--- src/rtl/cdp_intp_pkg.sv ---
// cdp_intp_pkg: rounding modes, datapath width helpers and saturation limits for the CDP interpolator
package cdp_intp_pkg;
    typedef enum logic [1:0] {RND_FLOOR = 2'd0, RND_AWAY = 2'd1, RND_EVEN = 2'd2} rnd_mode_e;

    function automatic int mul_w(input int data_w, input int scale_w);
        return data_w + 1 + scale_w;
    endfunction

    // room for the largest left shift, so nothing overflows ahead of saturation
    function automatic int shr_ext_w(input int data_w, input int scale_w, input int shift_w);
        return mul_w(data_w, scale_w) + (1 << (shift_w - 1));
    endfunction

    function automatic int sum_w(input int ext_w, input int base_w);
        return (ext_w > base_w ? ext_w : base_w) + 1;
    endfunction

    localparam int MUL_W = mul_w(39, 17);
    localparam int SHR_EXT_W = shr_ext_w(39, 17, 6);
    localparam int SUM_W = sum_w(SHR_EXT_W, 17);

    function automatic logic [63:0] sat_max(input int out_w);
        return (64'd1 << (out_w - 1)) - 64'd1;
    endfunction

    function automatic logic [63:0] sat_min(input int out_w);
        return ~sat_max(out_w);
    endfunction
endpackage

--- src/rtl/cdp_intp_lane_dp.sv ---
// cdp_intp_lane_dp: one lane of subtract, multiply, shift-round, add and saturate
module cdp_intp_lane_dp
    import cdp_intp_pkg::*;
#(
    parameter int DATA_W  = 39,
    parameter int SCALE_W = 17,
    parameter int SHIFT_W = 6,
    parameter int BASE_W  = 17,
    parameter int OUT_W   = 16
) (
    input  logic                      autosa_core_clk,
    input  logic                      autosa_core_rst,
    input  logic                      en0,
    input  logic                      en1,
    input  logic                      en2,
    input  logic signed [DATA_W-1:0]  x0,
    input  logic signed [DATA_W-1:0]  x1,
    input  logic signed [BASE_W-1:0]  base,
    input  logic signed [SCALE_W-1:0] scale,
    input  logic signed [SHIFT_W-1:0] shift,
    input  logic [1:0]                rnd_mode,
    output logic [OUT_W-1:0]          out_pd,
    output logic                      out_sat
);
    localparam int SUB_W = DATA_W + 1;
    localparam int M_W = mul_w(DATA_W, SCALE_W);
    localparam int E_W = shr_ext_w(DATA_W, SCALE_W, SHIFT_W);
    localparam int S_W = sum_w(E_W, BASE_W);
    localparam logic [63:0] MAXV = sat_max(OUT_W);
    localparam logic [63:0] MINV = sat_min(OUT_W);

    logic signed [SUB_W-1:0]   sub_q;
    logic signed [SCALE_W-1:0] scale_q;
    logic signed [BASE_W-1:0]  base0_q, base1_q;
    logic signed [SHIFT_W-1:0] shift0_q, shift1_q;
    logic signed [M_W-1:0]     mul_q;
    logic signed [E_W-1:0]     ext, shr, rnd;
    logic [E_W-1:0]            frac, half;
    logic [SHIFT_W-2:0]        rsh;
    logic [SHIFT_W:0]          lsh;
    logic                      inc, fits;
    logic signed [S_W-1:0]     sum;

    always_comb begin
        ext = E_W'(mul_q);
        rsh = shift1_q[SHIFT_W-2:0];
        lsh = -(SHIFT_W+1)'(shift1_q);
        shr = ext >>> rsh;
        frac = ext & ~({E_W{1'b1}} << rsh);
        half = E_W'(1) << rsh >> 1;
        // ties: away from zero keys on the sign, half-to-even on the kept LSB
        inc = rnd_mode != RND_FLOOR && !shift1_q[SHIFT_W-1] && |shift1_q &&
              (frac > half || (frac == half && (rnd_mode == RND_EVEN ? shr[0] : !ext[E_W-1])));
        rnd = shift1_q[SHIFT_W-1] ? ext <<< lsh : shr + E_W'(inc);
        sum = S_W'(rnd) + S_W'(base1_q);
        fits = &sum[S_W-1:OUT_W-1] || ~|sum[S_W-1:OUT_W-1];
    end

    always_ff @(posedge autosa_core_clk) begin
        if (en0) begin
            sub_q <= SUB_W'(x1) - SUB_W'(x0);
            scale_q <= scale;
            base0_q <= base;
            shift0_q <= shift;
        end
        if (en1) begin
            mul_q <= M_W'(sub_q) * M_W'(scale_q);
            base1_q <= base0_q;
            shift1_q <= shift0_q;
        end
    end

    always_ff @(posedge autosa_core_clk) begin
        if (autosa_core_rst) begin
            out_pd <= '0;
            out_sat <= 1'b0;
        end else if (en2) begin
            out_pd <= fits ? sum[OUT_W-1:0] : sum[S_W-1] ? MINV[OUT_W-1:0] : MAXV[OUT_W-1:0];
            out_sat <= !fits;
        end
    end
endmodule

--- src/rtl/cdp_intp_lanes.sv ---
// cdp_intp_lanes: multi-lane linear interpolation with a 3-stage valid/ready pipeline
module cdp_intp_lanes
    import cdp_intp_pkg::*;
#(
    parameter int LANES   = 1,
    parameter int DATA_W  = 39,
    parameter int SCALE_W = 17,
    parameter int SHIFT_W = 6,
    parameter int BASE_W  = 17,
    parameter int OUT_W   = 16,
    parameter int CNT_W   = 32
) (
    input  logic                       autosa_core_clk,
    input  logic                       autosa_core_rst,
    input  logic                       in_vld,
    output logic                       in_rdy,
    input  logic [LANES*DATA_W-1:0]    in_x0_pd,
    input  logic [LANES*DATA_W-1:0]    in_x1_pd,
    input  logic [LANES*BASE_W-1:0]    in_base_pd,
    input  logic [LANES*SCALE_W-1:0]   in_scale,
    input  logic [LANES*SHIFT_W-1:0]   in_shift,
    input  logic [1:0]                 in_rnd_mode,
    output logic                       out_vld,
    input  logic                       out_rdy,
    output logic [LANES*OUT_W-1:0]     out_pd,
    output logic [LANES-1:0]           out_sat,
    output logic [CNT_W-1:0]           sat_cnt,
    input  logic                       sat_cnt_clr
);
    logic vld0, vld1, vld2, rdy0, rdy1, rdy2, en0, en1, en2, xfer;
    logic [1:0] mode0, mode1;
    logic [CNT_W:0] inc, nxt;

    assign rdy2 = !vld2 || out_rdy;
    assign rdy1 = !vld1 || rdy2;
    assign rdy0 = !vld0 || rdy1;
    assign en0 = in_vld && rdy0;
    assign en1 = vld0 && rdy1;
    assign en2 = vld1 && rdy2;
    assign in_rdy = rdy0;
    assign out_vld = vld2;
    assign xfer = vld2 && out_rdy;

    always_comb begin
        inc = '0;
        for (int i = 0; i < LANES; i++) inc = inc + (CNT_W+1)'(out_sat[i]);
        nxt = (CNT_W+1)'(sat_cnt) + inc;
    end

    always_ff @(posedge autosa_core_clk) begin
        if (autosa_core_rst) begin
            vld0 <= 1'b0;
            vld1 <= 1'b0;
            vld2 <= 1'b0;
            sat_cnt <= '0;
        end else begin
            if (rdy0) vld0 <= in_vld;
            if (rdy1) vld1 <= vld0;
            if (rdy2) vld2 <= vld1;
            // a clear wins over that cycle's events; a carry out pins the count at all-ones
            sat_cnt <= sat_cnt_clr ? '0 : !xfer ? sat_cnt : nxt[CNT_W] ? '1 : nxt[CNT_W-1:0];
        end
    end

    always_ff @(posedge autosa_core_clk) begin
        if (en0) mode0 <= in_rnd_mode;
        if (en1) mode1 <= mode0;
    end

    for (genvar l = 0; l < LANES; l++) begin : g_lane
        cdp_intp_lane_dp #(
            .DATA_W(DATA_W), .SCALE_W(SCALE_W), .SHIFT_W(SHIFT_W), .BASE_W(BASE_W), .OUT_W(OUT_W)
        ) u_dp (
            .autosa_core_clk(autosa_core_clk),
            .autosa_core_rst(autosa_core_rst),
            .en0(en0),
            .en1(en1),
            .en2(en2),
            .x0(in_x0_pd[l*DATA_W +: DATA_W]),
            .x1(in_x1_pd[l*DATA_W +: DATA_W]),
            .base(in_base_pd[l*BASE_W +: BASE_W]),
            .scale(in_scale[l*SCALE_W +: SCALE_W]),
            .shift(in_shift[l*SHIFT_W +: SHIFT_W]),
            .rnd_mode(mode1),
            .out_pd(out_pd[l*OUT_W +: OUT_W]),
            .out_sat(out_sat[l])
        );
    end
endmodule
--- config.mk ---
export PLATFORM = sky130hd
export DESIGN_NAME = cdp_intp_lanes
export DESIGN_NICKNAME = d
export VERILOG_FILES = /design/src/rtl/cdp_intp_pkg.sv /design/src/rtl/cdp_intp_lane_dp.sv /design/src/rtl/cdp_intp_lanes.sv
export SDC_FILE = /design/constraint.sdc
export NUM_CORES = 2
export LEC_CHECK = 0
export ABC_AREA = 0
export CAP_MARGIN = 30
export CORE_MARGIN = 2
export CORE_UTILIZATION = 40
export CTS_BUF_LIST = sky130_fd_sc_hd__clkbuf_4 sky130_fd_sc_hd__clkbuf_8
export CTS_CLUSTER_SIZE = 24
export DETAILED_ROUTE_END_ITERATION = 7
export GPL_TIMING_DRIVEN = 0
export HOLD_SLACK_MARGIN = 0.05
export MAX_ROUTING_LAYER = met4
export PLACE_DENSITY = 0.59
export SKIP_LAST_GASP = 1
export SLEW_MARGIN = 20
export SYNTH_ARGS = -nofsm -noshare
export SYNTH_HDL_FRONTEND = slang
export SYNTH_SLANG_ARGS = --single-unit
--- constraint.sdc ---
create_clock -name autosa_core_clk -period 24.8 [get_ports autosa_core_clk]
set_input_delay 7.44 -clock autosa_core_clk [delete_from_list [all_inputs] [get_ports autosa_core_clk]]
set_output_delay 7.44 -clock autosa_core_clk [all_outputs]
set_load 0.05 [all_outputs]
# ---- After elaboration in Yosys (flattened, before gate mapping)
# Cells that the tools add are included.
dict set report word_totals {
  regBits 216
  output_inout_bits 51
  input_bits 125
  word_cells 60
}
dict set report op_classes {
  n_mul 1
  shift 4
  bitwise 2
  n_eq_ne 2
  muxes 5
  magnitude_cmp 1
  n_reduce_logical 25
  addsub 5
}
# operator count
set ops {}
lappend ops {{adder 89 x 17 -> 90 bit} 1}
lappend ops {{adder 89 x 1 -> 89 bit} 1}
lappend ops {{bitwise AND 89 bit} 1}
lappend ops {{equality test 89 x 88 -> 1 bit} 1}
lappend ops {{> comparator 89 x 88 -> 1 bit} 1}
lappend ops {{two-way mux 89 bit} 1}
lappend ops {{NOT 89 bit} 1}
lappend ops {{<< shifter 1 x 5 -> 89 bit, first input constant} 1}
lappend ops {{<< shifter 89 x 5 -> 89 bit, first input constant} 1}
lappend ops {{<<< shifter 89 x 7 -> 89 bit} 1}
lappend ops {{>>> shifter 57 x 5 -> 89 bit} 1}
lappend ops {{AND reduction 75 bit} 1}
lappend ops {{OR reduction 75 bit} 1}
lappend ops {{multiplier 40 x 17 -> 57 bit} 1}
lappend ops {{subtractor 39 x 39 -> 40 bit} 1}
lappend ops {{adder 32 x 1 -> 33 bit} 1}
lappend ops {{two-way mux 16 bit} 2}
lappend ops {{two-way mux 32 bit} 1}
lappend ops {{logical AND 1 bit} 8}
lappend ops {{logical NOT 1 bit} 7}
lappend ops {{negator 6 -> 7 bit} 1}
lappend ops {{OR reduction 6 bit} 1}
lappend ops {{logical OR 1 bit} 5}
lappend ops {{equality test 2 bit, second input constant} 1}
lappend ops {{other kinds (3)} 3}

# ---- Longest topological paths before layout
dict set report logic_depth {
  word_depth 14
  ltp_mapped 59
}

# ---- Modules after synthesis
# A second synthesis with hierarchy kept.
dict set report hier_totals {
  hier_cells 5726
  hier_area_um2 49418.6
}
# mod area_per_inst_um2 cells_per_inst n_inst
set by_module_without_submodules {}
lappend by_module_without_submodules {cdp_intp_lane_dp 47568.1 5533 1}
lappend by_module_without_submodules {cdp_intp_lanes 1850.5 193 1}

# ---- Worst setup path after synthesis
# OpenSTA, ideal clock, no wires.
dict set report synth_timing {
  path_type {input to output}
  from {in out_rdy}
  to {out in_rdy}
  arrival_time_ps 8170
  slack_ps 9190
  required_ps 17360
  path_stages 2
  path_cell_list {nor2b_1 nand3_1}
}
dict set report synth_via {
  elab_chain_cells 3
}
# element line
set synth_rtl {}
lappend synth_rtl {{start: declaration} cdp_intp_lanes.sv:24} ;# input logic out_rdy,
lappend synth_rtl {{logical OR 1 bit} cdp_intp_lanes.sv:34} ;# assign rdy2 = !vld2 || out_rdy;
lappend synth_rtl {{logical OR 1 bit} cdp_intp_lanes.sv:35} ;# assign rdy1 = !vld1 || rdy2;
lappend synth_rtl {{logical OR 1 bit} cdp_intp_lanes.sv:36} ;# assign rdy0 = !vld0 || rdy1;
lappend synth_rtl {{end: declaration} cdp_intp_lanes.sv:16} ;# output logic in_rdy,
# Every way passes these cells.

# ---- Worst setup path after layout
# Ends and elaborated chain as after synthesis.

==> run summary <==
DETAILED ROUTING
------------------------------------------------------------------------------------
Vias post-DR                                                                  42,900
Remaining DRCs                                                                     0
Via density per instance                                                        5.70
Routed Wire Length                                                        179,000 um
Detail Route Antenna Nets                                                          0
Detailed-route wire length per cell                                          23.8 um
Detailed-router iteration count before antenna repair                              6
First DRT Iteration DRCs                                                       3,659

WORST SETUP PATH
------------------------------------------------------------------------------------
CP top delay family                                                     buffers and inverters
Worst setup SP type                                                        input pin
Cell-by-cell listing of the critical path                               clkdlybuf4s50_1 -> nor2b_1 -> nand3_1 -> clkdlybuf4s50_1
Crit Reg-Reg Startpoint                                                 g_lane[0].u_dp.shift1_q[4]$_DFFE_PP_
Slowest Stage Delay on Critical Path                                         0.74 ns
Biggest fanout along the worst timing path                                         7
Count of buffering cells on the critical path with inverters included              2
Crit end category                                                         output pin
Crit-path slowest cell                                                  sky130_fd_sc_hd__clkdlybuf4s50_1
Crit path from                                                               out_rdy
Data required time at the worst endpoint                                    17.36 ns
Start-to-end type of the worst setup path                               input pin to output pin
Arrival @ worst endpoint                                                     9.34 ns
Crit-path most repeated cell                                            sky130_fd_sc_hd__clkdlybuf4s50_1

TIMING
------------------------------------------------------------------------------------
Max Fclk                                                                    59.6 MHz
Final Hold Violating Endpoints                                                     0
Shortest clock period the worst path allows after layout                    16.78 ns
Worst clock skew on the final layout                                       0.0542 ns
Final cycle utilization of the critical path                                   67.7%
RSZ-0062 raised after global routing                                           false
Setup_tns                                                                       0 ns
Transition time at the pin with the least slew margin                        1.06 ns
Setup Viol. Count Final                                                            0
Slew Limit Fails                                                                   0
Worst rel slew slack                                                           29.1%

CLOCK NETWORK
------------------------------------------------------------------------------------
Clock latency reported for the late side of the worst-skew pair              0.68 ns
Clock slew seen by the registers of the worst setup and hold paths           0.06 ns
Setup bufs post-CTS                                                                0
Clock tree sinks                                                                 216
TritonCTS buffer count                                                            41
Maximum buffer depth of the clock tree                                             3
Max H-tree Level                                                                   2
Clock tree from TritonCTS                                                        yes
Count of cells resized by post-cts repair                                          0
Cts-stage hold buffer count                                                        0
Buffer cell driving the clock tree root                                 sky130_fd_sc_hd__clkbuf_8

HOLD PATH
------------------------------------------------------------------------------------
Path class of the lowest-slack min-delay path                           flop to flop
Startpoint of the tightest hold check path                              g_lane[0].u_dp.base0_q[5]$_DFFE_PP_

GLOBAL ROUTE
------------------------------------------------------------------------------------
Total gr overflow                                                                  0
Via count of the first global-routing pass                                    43,700
Total GRT Usage                                                                29.3%
Maximum number of pins on one net before global-route repair                      23
Global-route wire length before repair                                    271,000 um
Initial antenna violation count                                                    5

SYNTHESIS
------------------------------------------------------------------------------------
Net Count, Synth                                                               6,718
Syn avg cell area                                                           8.62 um2
Library cells used by synthesis                                                  104
Ys Warns                                                                           0
Area of the mapped netlist                                                0.0486 mm2
Cell count after synthesis                                                     5,642
Number of synthesized flops with an enable pin                                   164
Share of flip-flops with an asynchronous set or reset                             0%
Main flop type after synthesis                                          sky130_fd_sc_hd__edfxtp_1
Sequential element share of the synthesized area                               12.3%
Number of register bits inferred by synthesis                                    216

FLOORPLAN
------------------------------------------------------------------------------------
Site row count                                                                   127
Core footprint                                                             0.120 mm2
Initial Util                                                                   40.4%
Total die area                                                             0.124 mm2
Die height                                                                    353 um
Number of placed I/O pins                                                        176
Width of the die                                                              353 um

FINAL LAYOUT
------------------------------------------------------------------------------------
Commonest cells after routing, fill and taps aside                      799 x sky130_fd_sc_hd__nand2_1, 679 x sky130_fd_sc_hd__inv_1, 643 x sky130_fd_sc_hd__fa_1
Share of layout cells above drive strength 1                                   5.94%
Leading cell type in the layout, fill and taps excluded                 sky130_fd_sc_hd__nand2_1
Count of nets after finishing                                                  6,952
Area growth from synthesis to layout                                           10.2%
Number of standard cells in the final layout excluding fillers                 7,524

PLACEMENT
------------------------------------------------------------------------------------
Post-Place Cells                                                               7,444
Post-detail-place hpwl                                                    151,000 um
Gpl congestion                                                                  1.05
Port-buffer cells                                                                174

OUTCOME
------------------------------------------------------------------------------------
Status                                                                     completed

JOB
------------------------------------------------------------------------------------
Count of maximum capacitance violations                                            0

flip-flops by register name, indices dropped and copies added, names as in the netlist:
name and cells:
g_lane.u_dp.mul_q 57, g_lane.u_dp.sub_q 40, sat_cnt 32, g_lane.u_dp.base0_q 17
g_lane.u_dp.base1_q 17, g_lane.u_dp.scale_q 17, g_lane.u_dp.out_pd 16, g_lane.u_dp.shift0_q 6
g_lane.u_dp.shift1_q 6, mode0 2, mode1 2, g_lane.u_dp.out_sat 1
out_vld 1, vld0 1, vld1 1
cell type report:
class	instances	area [um2]
fill	12000	66700
multi-input combinational	4438	38900
sequential	216	5970
inverter	686	2570
timing repair buffer	191	2070
tap	1612	2020
buffer	302	1250
clock buffer	54	674
clock inverter	19	178
antenna	6	15.0
synth_stat cells, types with 11 or more instances:
cell type / count / area share [%]
sky130_fd_sc_hd__inv_1: 679 / 5.2
sky130_fd_sc_hd__o22ai_1: 35 / 0.45
sky130_fd_sc_hd__ha_1: 308 / 7.9
sky130_fd_sc_hd__nor3_1: 73 / 0.75
sky130_fd_sc_hd__xor2_1: 82 / 1.5
sky130_fd_sc_hd__nand4_1: 59 / 0.76
sky130_fd_sc_hd__mux2_2: 32 / 0.74
sky130_fd_sc_hd__fa_1: 643 / 26
sky130_fd_sc_hd__nand3_1: 119 / 1.2
sky130_fd_sc_hd__nand2b_1: 69 / 0.89
sky130_fd_sc_hd__a211oi_2: 11 / 0.28
sky130_fd_sc_hd__o31a_1: 13 / 0.23
sky130_fd_sc_hd__o21bai_1: 25 / 0.39
sky130_fd_sc_hd__and4_1: 12 / 0.22
sky130_fd_sc_hd__o211ai_1: 33 / 0.51
sky130_fd_sc_hd__a211oi_1: 39 / 0.60
sky130_fd_sc_hd__a21oi_1: 349 / 3.6
sky130_fd_sc_hd__and2_1: 278 / 3.6
sky130_fd_sc_hd__or3_1: 29 / 0.37
sky130_fd_sc_hd__a221oi_1: 14 / 0.25
sky130_fd_sc_hd__nor2_1: 309 / 2.4
sky130_fd_sc_hd__or2_2: 15 / 0.19
sky130_fd_sc_hd__xnor2_1: 137 / 2.5
sky130_fd_sc_hd__o21ai_1: 25 / 0.26
sky130_fd_sc_hd__mux4_2: 121 / 5.6
sky130_fd_sc_hd__buf_2: 26 / 0.27
sky130_fd_sc_hd__buf_1: 31 / 0.24
sky130_fd_sc_hd__a31oi_1: 34 / 0.44
sky130_fd_sc_hd__o21a_1: 38 / 0.59
sky130_fd_sc_hd__nor2b_1: 48 / 0.62
sky130_fd_sc_hd__nand2_1: 799 / 6.2
sky130_fd_sc_hd__dfxtp_1: 52 / 2.1
sky130_fd_sc_hd__a21o_1: 80 / 1.2
sky130_fd_sc_hd__nor4_1: 27 / 0.35
sky130_fd_sc_hd__clkbuf_1: 234 / 1.8
sky130_fd_sc_hd__edfxtp_1: 164 / 10
sky130_fd_sc_hd__o31ai_1: 17 / 0.26
sky130_fd_sc_hd__o2111ai_1: 11 / 0.20
sky130_fd_sc_hd__mux2i_1: 96 / 2.0
sky130_fd_sc_hd__and3_1: 45 / 0.58
sky130_fd_sc_hd__a22oi_1: 12 / 0.19
sky130_fd_sc_hd__o21ai_0: 234 / 2.4
path summary, 6_finish.rpt:
| check | depth (start not counted) | to | slack, ns |
|---|---|---|---|
| min reg2reg | 0 | g_lane[0].u_dp.base1_q[5]$_DFFE_PP_ | 0.42 |
| min | 0 | g_lane[0].u_dp.base1_q[5]$_DFFE_PP_ | 0.42 |
| max reg2reg | 57 | g_lane[0].u_dp.out_pd[13]$_SDFFE_PP0P_ | 8.52 |
| max | 4 | in_rdy | 8.02 |
logic make-up (layout without fill, tap and decap cells):
group                    after synthesis  in the layout  share of synthesized area (%)
AND/OR/NAND/NOR                     1931           1931                           19.0
other                                  0              6                              0
flip-flops                           216            216                           12.3
AO/OA/AOI/OAI                       1080           1080                           14.0
multiplexers                         257            257                           8.53
adder cells (fa/ha/maj)              951            951                           34.4
buffers and inverters                988           1252                           7.86
XOR/XNOR                             219            219                           3.94
layer usage:
layer  part of all wire [%]  wire, um  vias up  GRT usage, %
met5                      0         0        -             -
met1                     40     72100    21100          35.7
met2                     47     84300     1813          47.8
met4                    6.4     11400        0          15.5
li1                       -         -    19500             -
met3                    6.2     11000      443          3.39
metrics by stage:
| stage | setup WS, ns | cell area (um2) | util, % | hold WS, ns |
|---|---|---|---|---|
| finish | 8.02 | 53600 | 44.6 | 0.418 |
| global placement | 7.47 | 52400 | 43.5 | 0.401 |
| detailed placement | 8.04 | 52700 | 43.8 | 0.405 |
| CTS | 8.03 | 53600 | 44.5 | 0.419 |
| floorplan | 9.19 | 48600 | - | 0.400 |
| global route | 7.95 | 53600 | 44.6 | 0.420 |
Power is left out: the tool's default activity adds up to more than one toggle a clock period on the data nets, which glitch-free logic cannot reach.
